--- src/rtl/key_serial_reader_if.sv ---
// Host/key-side signal bundle for key_serial_reader.
// The match signal exists only when KEY_SERIAL_READER_CHECK_EN is defined.
interface key_serial_reader_if #(
  parameter int unsigned WORD_BITS = 16
);
  logic                 start;
  logic                 SDRD;
  logic                 SSER;
  logic                 BA13;
  logic                 BA12;
  logic [3:0]           BA;
  logic                 BR_W;
  logic                 busy;
  logic                 done;
  logic [WORD_BITS-1:0] data;
`ifdef KEY_SERIAL_READER_CHECK_EN
  logic                 match;

  modport master (
    input  start, SDRD,
    output SSER, BA13, BA12, BA, BR_W, busy, done, data, match
  );

  modport slave (
    output start, SDRD,
    input  SSER, BA13, BA12, BA, BR_W, busy, done, data, match
  );
`else
  modport master (
    input  start, SDRD,
    output SSER, BA13, BA12, BA, BR_W, busy, done, data
  );

  modport slave (
    output start, SDRD,
    input  SSER, BA13, BA12, BA, BR_W, busy, done, data
  );
`endif
endinterface

--- src/rtl/key_serial_reader.sv ---
// Serial key window initiator: unlock reads, then WORD_BITS serial data reads assembled MSB-first.
// Optional word comparator and match output enabled by KEY_SERIAL_READER_CHECK_EN.
module key_serial_reader #(
  parameter int unsigned WORD_BITS  = 16,
  parameter int unsigned UNLOCK_LEN = 4,
  parameter logic [31:0] UNLOCK_SEQ = 32'h0000_A5C9,
  parameter logic [3:0]  READ_NIB   = 4'h0,
  parameter int unsigned ACC_CYC    = 2
`ifdef KEY_SERIAL_READER_CHECK_EN
  ,
  parameter logic [WORD_BITS-1:0] EXPECT = '1
`endif
) (
  input logic                 clk,
  input logic                 rst,
  key_serial_reader_if.master bus_io
);

  localparam int unsigned MaxAcc = (UNLOCK_LEN > WORD_BITS) ? UNLOCK_LEN : WORD_BITS;
  localparam int unsigned AccW   = $clog2(MaxAcc);
  localparam int unsigned CycW   = $clog2(ACC_CYC);

  localparam logic [AccW-1:0] UnlockLast = AccW'(UNLOCK_LEN - 1);
  localparam logic [AccW-1:0] ReadLast   = AccW'(WORD_BITS - 1);
  localparam logic [CycW-1:0] CycLast    = CycW'(ACC_CYC - 1);

  typedef enum logic [2:0] {
    StIdle,
    StUnlock,
    StGap,
    StRead,
    StDone
  } state_e;

  state_e               state_q;
  logic [AccW-1:0]      acc_q;
  logic [CycW-1:0]      cyc_q;
  logic                 read_phase_q;
  logic [WORD_BITS-1:0] shift_q;
  logic                 sser_q;
  logic                 ba12_q;
  logic [3:0]           ba_q;
  logic                 busy_q;
  logic                 done_q;
  logic [WORD_BITS-1:0] data_q;
`ifdef KEY_SERIAL_READER_CHECK_EN
  logic                 match_q;
`endif

  function automatic logic [3:0] unlock_nib(input logic [AccW-1:0] k);
    logic [31:0] sh;
    sh = UNLOCK_SEQ >> {k, 2'b00};
    return sh[3:0];
  endfunction

  always_ff @(posedge clk) begin
    if (rst) begin
      state_q      <= StIdle;
      acc_q        <= '0;
      cyc_q        <= '0;
      read_phase_q <= 1'b0;
      shift_q      <= '0;
      sser_q       <= 1'b1;
      ba12_q       <= 1'b0;
      ba_q         <= 4'h0;
      busy_q       <= 1'b0;
      done_q       <= 1'b0;
      data_q       <= '0;
`ifdef KEY_SERIAL_READER_CHECK_EN
      match_q      <= 1'b0;
`endif
    end else begin
      done_q <= 1'b0;
      unique case (state_q)
        StIdle: begin
          if (bus_io.start) begin
            state_q      <= StUnlock;
            acc_q        <= '0;
            cyc_q        <= '0;
            read_phase_q <= 1'b0;
            shift_q      <= '0;
            sser_q       <= 1'b0;
            ba12_q       <= 1'b1;
            ba_q         <= unlock_nib('0);
            busy_q       <= 1'b1;
          end
        end
        StUnlock, StRead: begin
          if (cyc_q == CycLast) begin
            sser_q  <= 1'b1;
            state_q <= StGap;
            if (state_q == StRead) begin
              shift_q <= {shift_q[WORD_BITS-2:0], bus_io.SDRD};
            end
          end else begin
            cyc_q <= cyc_q + CycW'(1);
          end
        end
        StGap: begin
          cyc_q <= '0;
          if (read_phase_q) begin
            if (acc_q == ReadLast) begin
              // Trailing gap of the last read hands over straight to the result clock.
              state_q <= StDone;
              sser_q  <= 1'b1;
              ba12_q  <= 1'b0;
              ba_q    <= 4'h0;
              busy_q  <= 1'b0;
              done_q  <= 1'b1;
              data_q  <= shift_q;
`ifdef KEY_SERIAL_READER_CHECK_EN
              match_q <= (shift_q == EXPECT);
`endif
            end else begin
              state_q <= StRead;
              acc_q   <= acc_q + AccW'(1);
              sser_q  <= 1'b0;
            end
          end else if (acc_q == UnlockLast) begin
            state_q      <= StRead;
            acc_q        <= '0;
            read_phase_q <= 1'b1;
            sser_q       <= 1'b0;
            ba_q         <= READ_NIB;
          end else begin
            state_q <= StUnlock;
            acc_q   <= acc_q + AccW'(1);
            sser_q  <= 1'b0;
            ba_q    <= unlock_nib(acc_q + AccW'(1));
          end
        end
        StDone: begin
          state_q <= StIdle;
        end
        default: begin
          state_q <= StIdle;
        end
      endcase
    end
  end

  assign bus_io.SSER = sser_q;
  assign bus_io.BA13 = 1'b0;
  assign bus_io.BA12 = ba12_q;
  assign bus_io.BA   = ba_q;
  assign bus_io.BR_W = 1'b1;
  assign bus_io.busy = busy_q;
  assign bus_io.done = done_q;
  assign bus_io.data = data_q;
`ifdef KEY_SERIAL_READER_CHECK_EN
  assign bus_io.match = match_q;
`endif

endmodule

--- src/flat_wrapper.sv ---
// flat-port wrapper written by rule: the top's interface ports become plain ports
module key_serial_reader_flat 
#(
  parameter int unsigned WORD_BITS  = 16,
  parameter int unsigned UNLOCK_LEN = 4,
  parameter logic [31:0] UNLOCK_SEQ = 32'h0000_A5C9,
  parameter logic [3:0]  READ_NIB   = 4'h0,
  parameter int unsigned ACC_CYC    = 2

)
  (clk, rst, bus_io_start, bus_io_SDRD, bus_io_SSER, bus_io_BA13, bus_io_BA12, bus_io_BA, bus_io_BR_W, bus_io_busy, bus_io_done, bus_io_data);
  key_serial_reader_if #(.WORD_BITS(WORD_BITS)) bus_io_i ();
  input logic clk;
  input logic rst;
  input wire logic [$bits(bus_io_i.start)-1:0] bus_io_start;
  input wire logic [$bits(bus_io_i.SDRD)-1:0] bus_io_SDRD;
  output wire logic [$bits(bus_io_i.SSER)-1:0] bus_io_SSER;
  output wire logic [$bits(bus_io_i.BA13)-1:0] bus_io_BA13;
  output wire logic [$bits(bus_io_i.BA12)-1:0] bus_io_BA12;
  output wire logic [$bits(bus_io_i.BA)-1:0] bus_io_BA;
  output wire logic [$bits(bus_io_i.BR_W)-1:0] bus_io_BR_W;
  output wire logic [$bits(bus_io_i.busy)-1:0] bus_io_busy;
  output wire logic [$bits(bus_io_i.done)-1:0] bus_io_done;
  output wire logic [$bits(bus_io_i.data)-1:0] bus_io_data;
  assign bus_io_i.start = bus_io_start;
  assign bus_io_i.SDRD = bus_io_SDRD;
  assign bus_io_SSER = bus_io_i.SSER;
  assign bus_io_BA13 = bus_io_i.BA13;
  assign bus_io_BA12 = bus_io_i.BA12;
  assign bus_io_BA = bus_io_i.BA;
  assign bus_io_BR_W = bus_io_i.BR_W;
  assign bus_io_busy = bus_io_i.busy;
  assign bus_io_done = bus_io_i.done;
  assign bus_io_data = bus_io_i.data;
  key_serial_reader #(.WORD_BITS(WORD_BITS), .UNLOCK_LEN(UNLOCK_LEN), .UNLOCK_SEQ(UNLOCK_SEQ), .READ_NIB(READ_NIB), .ACC_CYC(ACC_CYC)) u_core (.clk(clk), .rst(rst), .bus_io(bus_io_i));
endmodule
--- config.mk ---
export PLATFORM = sky130hd
export DESIGN_NAME = key_serial_reader_flat
export DESIGN_NICKNAME = d
export VERILOG_FILES = /design/src/rtl/key_serial_reader_if.sv /design/src/rtl/key_serial_reader.sv /design/src/flat_wrapper.sv
export SDC_FILE = /design/constraint.sdc
export NUM_CORES = 1
export LEC_CHECK = 0
export BUFFER_PORTS_ARGS = -buffer_cell sky130_fd_sc_hd__buf_2
export CAP_MARGIN = 20
export CORE_ASPECT_RATIO = 2
export CORE_MARGIN = 2
export CORE_UTILIZATION = 31
export CTS_CLUSTER_DIAMETER = 30
export DETAILED_ROUTE_END_ITERATION = 7
export GPL_ROUTABILITY_DRIVEN = 0
export GPL_TIMING_DRIVEN = 0
export SLEW_MARGIN = 15
export SYNTH_ARGS = -nofsm -noshare
export SYNTH_HDL_FRONTEND = slang
export SYNTH_SLANG_ARGS = --single-unit
--- constraint.sdc ---
create_clock -name clk -period 2.2 [get_ports clk]
set_clock_uncertainty 0.2 [all_clocks]
set_input_delay 0.33 -clock clk [delete_from_list [all_inputs] [get_ports clk]]
set_output_delay 0.33 -clock clk [all_outputs]
set_load 0.1 [all_outputs]
# Word level (Yosys, flattened, before mapping)
# Cells that the tools add are included.
op_classes:
  bitwise: 1
  reduce_logical: 15
  mux: 34
  addsub: 2
  shifts: 1
  eq_ne: 12
op_table:
  columns: ["cell", "n"]
  rows:
  - ["$mux 16", 3]
  - ["$mux 4", 8]
  - ["$pmux 16 s2", 1]
  - ["$pmux 4 s2", 2]
  - ["$shr 16x6->4 const A", 1]
  - ["$mux 3", 4]
  - ["$reduce_and 3->1", 4]
  - ["$mux 1", 10]
  - ["$pmux 3 s3", 1]
  - ["$ne 2x1->1 const B", 4]
  - ["$reduce_and 4->1", 2]
  - ["$eq 3x2->1 const B", 2]
  - ["$ne 3x3->1 const B", 2]
  - ["$pmux 1 s3", 2]
  - ["$reduce_and 2->1", 3]
  - ["$add 4x1->4 const B", 1]
  - ["$eq 4x2->1 const B", 1]
  - ["$eq 4x4->1 const B", 1]
  - ["$pmux 1 s2", 2]
  - ["$reduce_bool 2->1", 2]
  - ["$reduce_or 2->1", 2]
  - ["$eq 3x1->1 const B", 1]
  - ["$logic_not 3->1", 1]
  - ["$reduce_bool 3->1", 1]
  - ["4 further kinds", 4]
totals:
  reg_bits: 48
  output_inout_bits: 26
  wordCells: 75
  in_bits: 4

# Longest topological paths before layout
# Gate-level depths: netlist of the first run.
logic_depth:
  depth_word: 5
  ltp_mapped: 8
  mapped_depth_nobuf: 5

# Worst setup path after synthesis of the first run
# OpenSTA, ideal clock, no wires.
synth_timing:
  path_kind: "register -> output"
  start: "reg u_core.bus_io.BA12 (netlist name)"
  end: "out bus_io_busy"
  arrival_ns: 1.392
  stages_incl_launch_ff: 2
  path_slack_ns: 0.278
  required_ns: 1.670
  n_path_buf: 1
  cell_sequence: "dfxtp_1 buf_4"
synth_lines:
  columns: ["element", "line", "rtl"]
  rows:
  - ["end, declared", "flat_wrapper.sv:22", "output wire logic [$bits(bus_io_i.busy)-1:0] bus_io_busy;"]

# Worst setup path after layout of the first run
layout_timing:
  start: "reg u_core.acc_q[1]"
  end: "reg u_core.acc_q[0]"
layout_via:
  elab_chain_len: 4
  elab_cells_between_ends: 7
  cone_classes: "eq/ne: 3; mux: 3; reduce/logical: 1"
layout_rtl:
  columns: ["element", "line", "rtl"]
  rows:
  - ["start, declared", "key_serial_reader.sv:36", "logic [AccW-1:0] acc_q;"]
  - ["start signal, assigned", "key_serial_reader.sv:116", "acc_q <= acc_q + AccW'(1);"]
  - ["start signal, assigned", "key_serial_reader.sv:127", "acc_q <= acc_q + AccW'(1);"]
  - ["$eq 4x2->1", "key_serial_reader.sv:119", "end else if (acc_q == UnlockLast) begin"]
  - ["$mux 4", "key_serial_reader.sv:119", null]
  - ["$mux 4", "key_serial_reader.sv:101", "if (read_phase_q) begin"]
  - ["$pmux 4 s2", "key_serial_reader.sv:74", "unique case (state_q)"]
# Several ways; a longest one is shown, not always the timed one.
# A chain may end at the register's enable or synchronous reset.

==> flow_summary_export.csv, run 1 <==
group,metric,value,unit
clock_tree,h-tree-depth,2,
worst_setup_path,slowest_stage,"a211oi_2",
logic_synthesis,yosysSeqAreaShare,42.4,%
power_and_ir_drop,p_per_area,725,mW/mm^2
worst_setup_path,cp_max_fo,9,
sta,slew_viol_final,0,
worst_setup_path,crit_arrival,2.03,ns
sta,rsz0062_at_grt,"no",
logic_synthesis,synth_cell_types,52,
drt,vias,1677,
clock_tree,cts_hold_buf,0,
sta,relSlewSlack,63.6,%
worst_setup_path,cp.required,2.17,ns
logic_synthesis,ys_warn_count,0,
global_routing,grt_pass1_vias,1535,
logic_synthesis,synth_top_area_cell,"dfxtp_1",
drt,first_pass_iters,4,
place,port_buffers,27,
floorplanning,fp.dieH,125,um
cells_and_area,layout-drive-gt1-share,22.1,%
floorplanning,dieArea,0.00805,sq mm
power_and_ir_drop,pwr-share-seq,45.9,%
floorplanning,chipWidth,64.5,um
clock_tree,insertion_delay,0.29,ns
sta,hold_viol,0,
cells_and_area,nNetsFinal,276,
floorplanning,rows,44,
power_and_ir_drop,p_sw_share,26.9,%
sta,hold_ws,0.187,ns
sta,tightest_slew,0.545,ns
drt,top_layer,"met4",
cells_and_area,final_cells,364,
logic_synthesis,ys_ff_latch,48,
sta,timing.final.crit_period,2.06,ns
floorplanning,pin_count,30,
global_routing,grt_max_degree,16,
cells_and_area,antenna_cells,0,
logic_synthesis,yosys_most_used_dff,"dfxtp_1",
sta,post-route-period-util,93.6,%
status,status,"finished, final reports clean",
global_routing,gr-total-overflow,0,
logic_synthesis,yosysTopAreaCellShare,42.4,%
drt,met2_length,2010,um
drt,wl_met1,2120,um
place,dp_hpwl,3140,um
clock_tree,post_cts_buffers,0,
worst_setup_path,slowest_delay,0.48,ns
clock_tree,ctsRootBufferMaster,"clkbuf_16",
clock_tree,clkSlewWorstSetupHoldPaths,0.06,ns
logic_synthesis,syn_inst,237,
logic_synthesis,synthArstFlopShare,0,%
worst_setup_path,end_kind,"register",
worst_setup_path,path_cells,"ha_1, and4_1, a211oi_2, nor2_1, mux2_1",
floorplanning,core_area,0.00716,sq mm
global_routing,antenna_found_initial,0,
place,placedCellCount,356,
logic_synthesis,ys_top_cells_by_area,"dfxtp_1, mux2i_1, nor2_1",
floorplanning,start_util,31.7,%
drt,viasPerCell,4.61,
power_and_ir_drop,pwr-share-clk,40.4,%
logic_synthesis,syn_area,0.00227,sq mm
power_and_ir_drop,p_leak,1.08,nW
drt,drc,0,
drt,route.met3.wl,163,um
power_and_ir_drop,internal_power,0.00142,W
drt,drt_iter0_markers,99,
global_routing,grt_first_pass_wirelength,7390,um
clock_tree,cts_buffers,5,
hold_path,hp-class,"in2reg",
clock_tree,clock_path_buffers,2,
clock_tree,cts_tree,"yes",
logic_synthesis,synth_edf_count,0,
logic_synthesis,syn-num-nets,242,
clock_tree,clock-sinks,48,
drt,post_drt_wl_per_cell,12.0,um
power_and_ir_drop,combPwrFrac,13.7,%
logic_synthesis,syn_area_per_cell,9.57,sq um
cells_and_area,syn_to_final_growth,18.1,%
drt,wl,4370,um
worst_setup_path,setup.worst_path.class,"reg2reg",
drt,drtAntennaViolNets,0,
flow_run,maxCapViolCount,0,
global_routing,track_usage,11.5,%
sta,fmax,0.486,GHz
power_and_ir_drop,p_switching,0.000522,W
worst_setup_path,start_kind,"register",
sta,finalSetupViolCount,0,
sta,fin_tns_setup,0,ns
power_and_ir_drop,peakVddDrop,480,uV
==> cells in the final DEF, fill, tap and decap left out, types with 3 or more instances in the layout <==
master and n:
clkbuf_1 5, a21oi_1 7, clkbuf_16 5, buf_4 3
clkbuf_8 4, buf_2 28, nor2_1 48, a211oi_1 3
and2_2 4, mux2i_1 32, nor2b_1 3, dfxtp_1 47
buf_12 3, nand2_1 7, nor3_1 4, inv_1 3
and2_1 12, nand3_1 5, buf_6 3
==> synthesized netlist by cell type (2+ instances only) <==
cell type,n
buf_6,3
o22ai_1,2
clkbuf_1,5
and2_1,12
a21oi_1,7
buf_12,3
a211oi_1,3
a2bb2oi_1,2
o21a_1,2
mux2i_1,32
o21ai_0,2
nand2b_1,2
inv_1,3
and4_1,2
dfxtp_1,48
nand3_1,5
a311oi_1,2
and2_2,4
nor2b_1,3
clkbuf_8,3
o21bai_1,2
nand2_1,7
conb_1,2
nor2_1,48
nor3_1,4
buf_4,3
==> final timing paths <==
kind | slack (ns) | to | cells past startpoint | startpoint
setup / recovery | 0.14 | u_core.acc_q[0]$_SDFFE_PP0P_ | 5 | u_core.acc_q[1]$_SDFFE_PP0P_
hold / removal | 0.19 | u_core.read_phase_q$_SDFFE_PP0P_ | 4 | bus_io_start
setup reg to reg | 0.14 | u_core.acc_q[0]$_SDFFE_PP0P_ | 5 | u_core.acc_q[1]$_SDFFE_PP0P_
hold reg to reg | 0.29 | u_core.bus_io.data[13]$_SDFFE_PP0P_ | 2 | u_core.bus_io.data[13]$_SDFFE_PP0P_
==> power by group through the flow <==
stage / clock [W] / combinational [W] / sequential, W
after floorplan: 0 / 0.000163 / 0.000972
after global placement: 0 / 0.000266 / 0.000911
after detailed placement: 0 / 0.000268 / 0.000912
after CTS: 0.000805 / 0.000268 / 0.000892
after global routing: 0.000834 / 0.000281 / 0.000893
final: 0.000785 / 0.000266 / 0.000892
==> layer usage <==
metal,up-vias,GRT usage [%]
li1,871,-
met1,766,14.9
met2,33,18.1
met3,7,2.70
met4,0,4.88
met5,-,0
==> registers in the layout, indices dropped and copies added (netlist names) <==
register	count
u_core.acc_q	4
u_core.bus_io.done	1
u_core.shift_q	16
u_core.bus_io.BA	4
u_core.bus_io.SSER	1
u_core.state_q	3
u_core.bus_io.data	16
u_core.bus_io.BA12	1
u_core.cyc_q	1
u_core.read_phase_q	1
==> cells by family (layout without fill, tap and decap cells) <==
logic type               count (synthesis)  after routing  synth area share, %
multiplexers                            33             33                 14.6
AND/OR/NAND/NOR                         97             97                 22.4
flip-flops                              48             48                 42.4
buffers and inverters                   23             58                 8.88
other                                    2              2                0.331
adder cells (fa/ha/maj)                  1              1                0.552
XOR/XNOR                                 1              1                0.386
AO/OA/AOI/OAI                           32             32                 10.5
==> stage by stage <==
stage               instance area, sq um  total power, W  setup slack [ns]  utilization [%]
floorplan                           2270         0.00114             0.278                -
global placement                    2520         0.00118            0.0635             35.2
detailed placement                  2520         0.00118            0.0571             35.2
CTS                                 2670         0.00196            0.0587             37.3
global route                        2680         0.00201            0.0361             37.4
finish                              2680         0.00194             0.141             37.4
==> worst max-delay path: cells and delay by family (launching register included) <==
kind / cells / cell delay [ns]
adder cells (fa/ha/maj): 1 / 0.20
AND/OR/NAND/NOR: 2 / 0.40
multiplexers: 1 / 0.30
AO/OA/AOI/OAI: 1 / 0.48
flip-flops: 1 / 0.36
==> cell type report <==
class                           instances  area (sq um)
Sequential cell                        48           962
Buffer                                 20           190
Timing Repair Buffer                   27           135
Fill cell                             758          4480
Clock inverter                          2          13.8
Clock buffer                            6           139
Tap cell                               92           115
Multi-Input combinational cell        166          1110
Inverter                                3          11.3
==> what timing repair did <==
action	CTS	global route
resized for setup	0	2
endpoints found under the hold margin	0	0
endpoints found under the setup margin	0	14
Note: power is estimated with default switching activity, not from simulation.
==> inputs of run 2 (changes only) <==
--- a/config.mk
+++ b/config.mk
@@ -14,6 +14,7 @@
 export DETAILED_ROUTE_END_ITERATION = 7
 export GPL_ROUTABILITY_DRIVEN = 0
 export GPL_TIMING_DRIVEN = 0
+export MAX_ROUTING_LAYER = met4
 export SLEW_MARGIN = 15
 export SYNTH_ARGS = -nofsm -noshare
 export SYNTH_HDL_FRONTEND = slang
==> run 2 against run 1 <==
Against the previous run:
- wire length hardly changed
- worst setup slack worse by 0.0020 ns
- final cell count stayed put
- global-route usage is 0.33 points higher
- cell area stayed put
- critical path type unchanged
- critical endpoint unchanged
==> flow_summary_export.csv, run 2 (same netlist as run 1, synthesis figures left out) <==
group,metric,value,unit
worst_setup_path,crit_arrival,2.03,ns
drt,drtAntennaViolNets,0,
floorplanning,fp.dieH,125,um
sta,slew_viol_final,0,
place,place_area,0.00252,sq mm
power_and_ir_drop,pwr-share-clk,40.4,%
hold_path,hp-class,"in2reg",
place,dp_hpwl,3140,um
power_and_ir_drop,combPwrFrac,13.7,%
status,status,"finished, final reports clean",
drt,first_pass_iters,4,
clock_tree,insertion_delay,0.29,ns
sta,timing.final.crit_period,2.06,ns
global_routing,gr-total-overflow,0,
worst_setup_path,end_kind,"register",
drt,drt_iter0_markers,93,
power_and_ir_drop,p_leak,1.08,nW
clock_tree,cts_tree,"yes",
drt,drc,0,
floorplanning,chipWidth,64.5,um
clock_tree,h-tree-depth,2,
clock_tree,clkSlewWorstSetupHoldPaths,0.06,ns
floorplanning,start_util,31.7,%
sta,tightest_slew,0.546,ns
cells_and_area,antenna_cells,0,
drt,vias,1679,
floorplanning,dieArea,0.00805,sq mm
floorplanning,pin_count,30,
cells_and_area,syn_to_final_growth,18.1,%
clock_tree,clock_path_buffers,2,
floorplanning,rows,44,
global_routing,grt_pass1_vias,1533,
cells_and_area,nNetsFinal,276,
power_and_ir_drop,p_switching,0.000522,W
drt,post_drt_wl_per_cell,12.0,um
sta,relSlewSlack,63.6,%
drt,wl,4370,um
drt,viasPerCell,4.61,
cells_and_area,fin_area,0.00268,sq mm
cells_and_area,layout-drive-gt1-share,22.1,%
sta,fin_tns_setup,0,ns
sta,finalSetupViolCount,0,
worst_setup_path,cp_max_fo,9,
global_routing,antenna_found_initial,0,
power_and_ir_drop,internal_power,0.00142,W
power_and_ir_drop,p_sw_share,26.9,%
worst_setup_path,setup.worst_path.class,"reg2reg",
global_routing,track_usage,11.8,%
power_and_ir_drop,p_per_area,725,mW/mm^2
clock_tree,ctsRootBufferMaster,"clkbuf_16",
clock_tree,clock-sinks,48,
cells_and_area,final_cell_mix,"nor2_1, dfxtp_1, mux2i_1",
worst_setup_path,cp.required,2.17,ns
global_routing,grt_first_pass_wirelength,7380,um
power_and_ir_drop,peakVddDrop,480,uV
clock_tree,cts_buffers,5,
cells_and_area,fillers,758,
power_and_ir_drop,pwr-share-seq,45.9,%
sta,rsz0062_at_grt,"no",
sta,post-route-period-util,93.7,%
sta,fmax,0.485,GHz
global_routing,grt_max_degree,16,
flow_run,maxCapViolCount,0,
sta,hold_viol,0,
worst_setup_path,start_kind,"register",
place,port_buffers,27,
cells_and_area,mostFrequentLayoutCell,"nor2_1",
floorplanning,core_area,0.00716,sq mm
run 2: cell counts in the layout (fill, tap and decap cells not counted):
Identical to the previous run, type by type.
run 2: layout make-up:
| class | instances | area (sq um) | share of cell area [%] |
|---|---|---|---|
| multi-input combinational | 166 | 1110 | 41.5 |
| sequential | 48 | 962 | 35.9 |
| buffer | 20 | 190 | 7.10 |
| clock buffer | 6 | 139 | 5.19 |
| timing repair buffer | 27 | 135 | 5.05 |
| tap | 92 | 115 | 4.30 |
| clock inverter | 2 | 13.8 | 0.514 |
| inverter | 3 | 11.3 | 0.421 |
run 2: worst paths after layout:
check | to | start | depth (start not counted) | slack, ns
max | u_core.acc_q[0]$_SDFFE_PP0P_ | u_core.acc_q[1]$_SDFFE_PP0P_ | 5 | 0.14
min reg2reg | u_core.bus_io.data[13]$_SDFFE_PP0P_ | u_core.bus_io.data[13]$_SDFFE_PP0P_ | 2 | 0.29
min | u_core.read_phase_q$_SDFFE_PP0P_ | bus_io_start | 4 | 0.19
max reg2reg | u_core.acc_q[0]$_SDFFE_PP0P_ | u_core.acc_q[1]$_SDFFE_PP0P_ | 5 | 0.14
run 2: through the flow:
stage | utilization [%] | hold WS (ns) | cells | worst slack (ns) | power (W)
3_3_place_gp | 35.2 | 0.266 | 356 | 0.0635 | 0.00118
5_1_grt | 37.4 | 0.208 | 364 | 0.0361 | 0.00201
4_1_cts | 37.3 | 0.175 | 364 | 0.0587 | 0.00196
2_1_floorplan | - | 0.260 | 237 | 0.278 | 0.00114
6_report | 37.4 | 0.187 | 364 | 0.139 | 0.00194
3_5_place_dp | 35.2 | 0.279 | 356 | 0.0571 | 0.00118
run 2: worst max-delay path, cell delays in order, from the launching register on:
cell	delay, ns
dfxtp_2	0.37
ha_1	0.20
and4_1	0.29
a211oi_2	0.48
nor2_1	0.11
mux2_1	0.30
run 2: power groups by stage:
stage	clock, W	combinational (W)	sequential (W)
2_1_floorplan	0	0.000163	0.000972
3_3_place_gp	0	0.000266	0.000911
3_5_place_dp	0	0.000268	0.000912
4_1_cts	0.000805	0.000268	0.000892
5_1_grt	0.000834	0.000281	0.000893
6_report	0.000785	0.000266	0.000892
run 2: repair_timing:
action                                  4_1_cts  5_1_grt
buffers inserted                              0        0
resized for setup                             0        2
hold buffers                                  0        0
endpoints found under the setup margin        0       14
run 2: per-layer routing:
layer	routed length (um)	share of wire, %	up-vias	GRT usage (%)
met5	0	0	-	-
met4	79	1.8	0	4.88
met3	158	3.6	8	2.70
met2	2020	46	33	18.1
met1	2120	48	767	14.9
li1	-	-	871	-
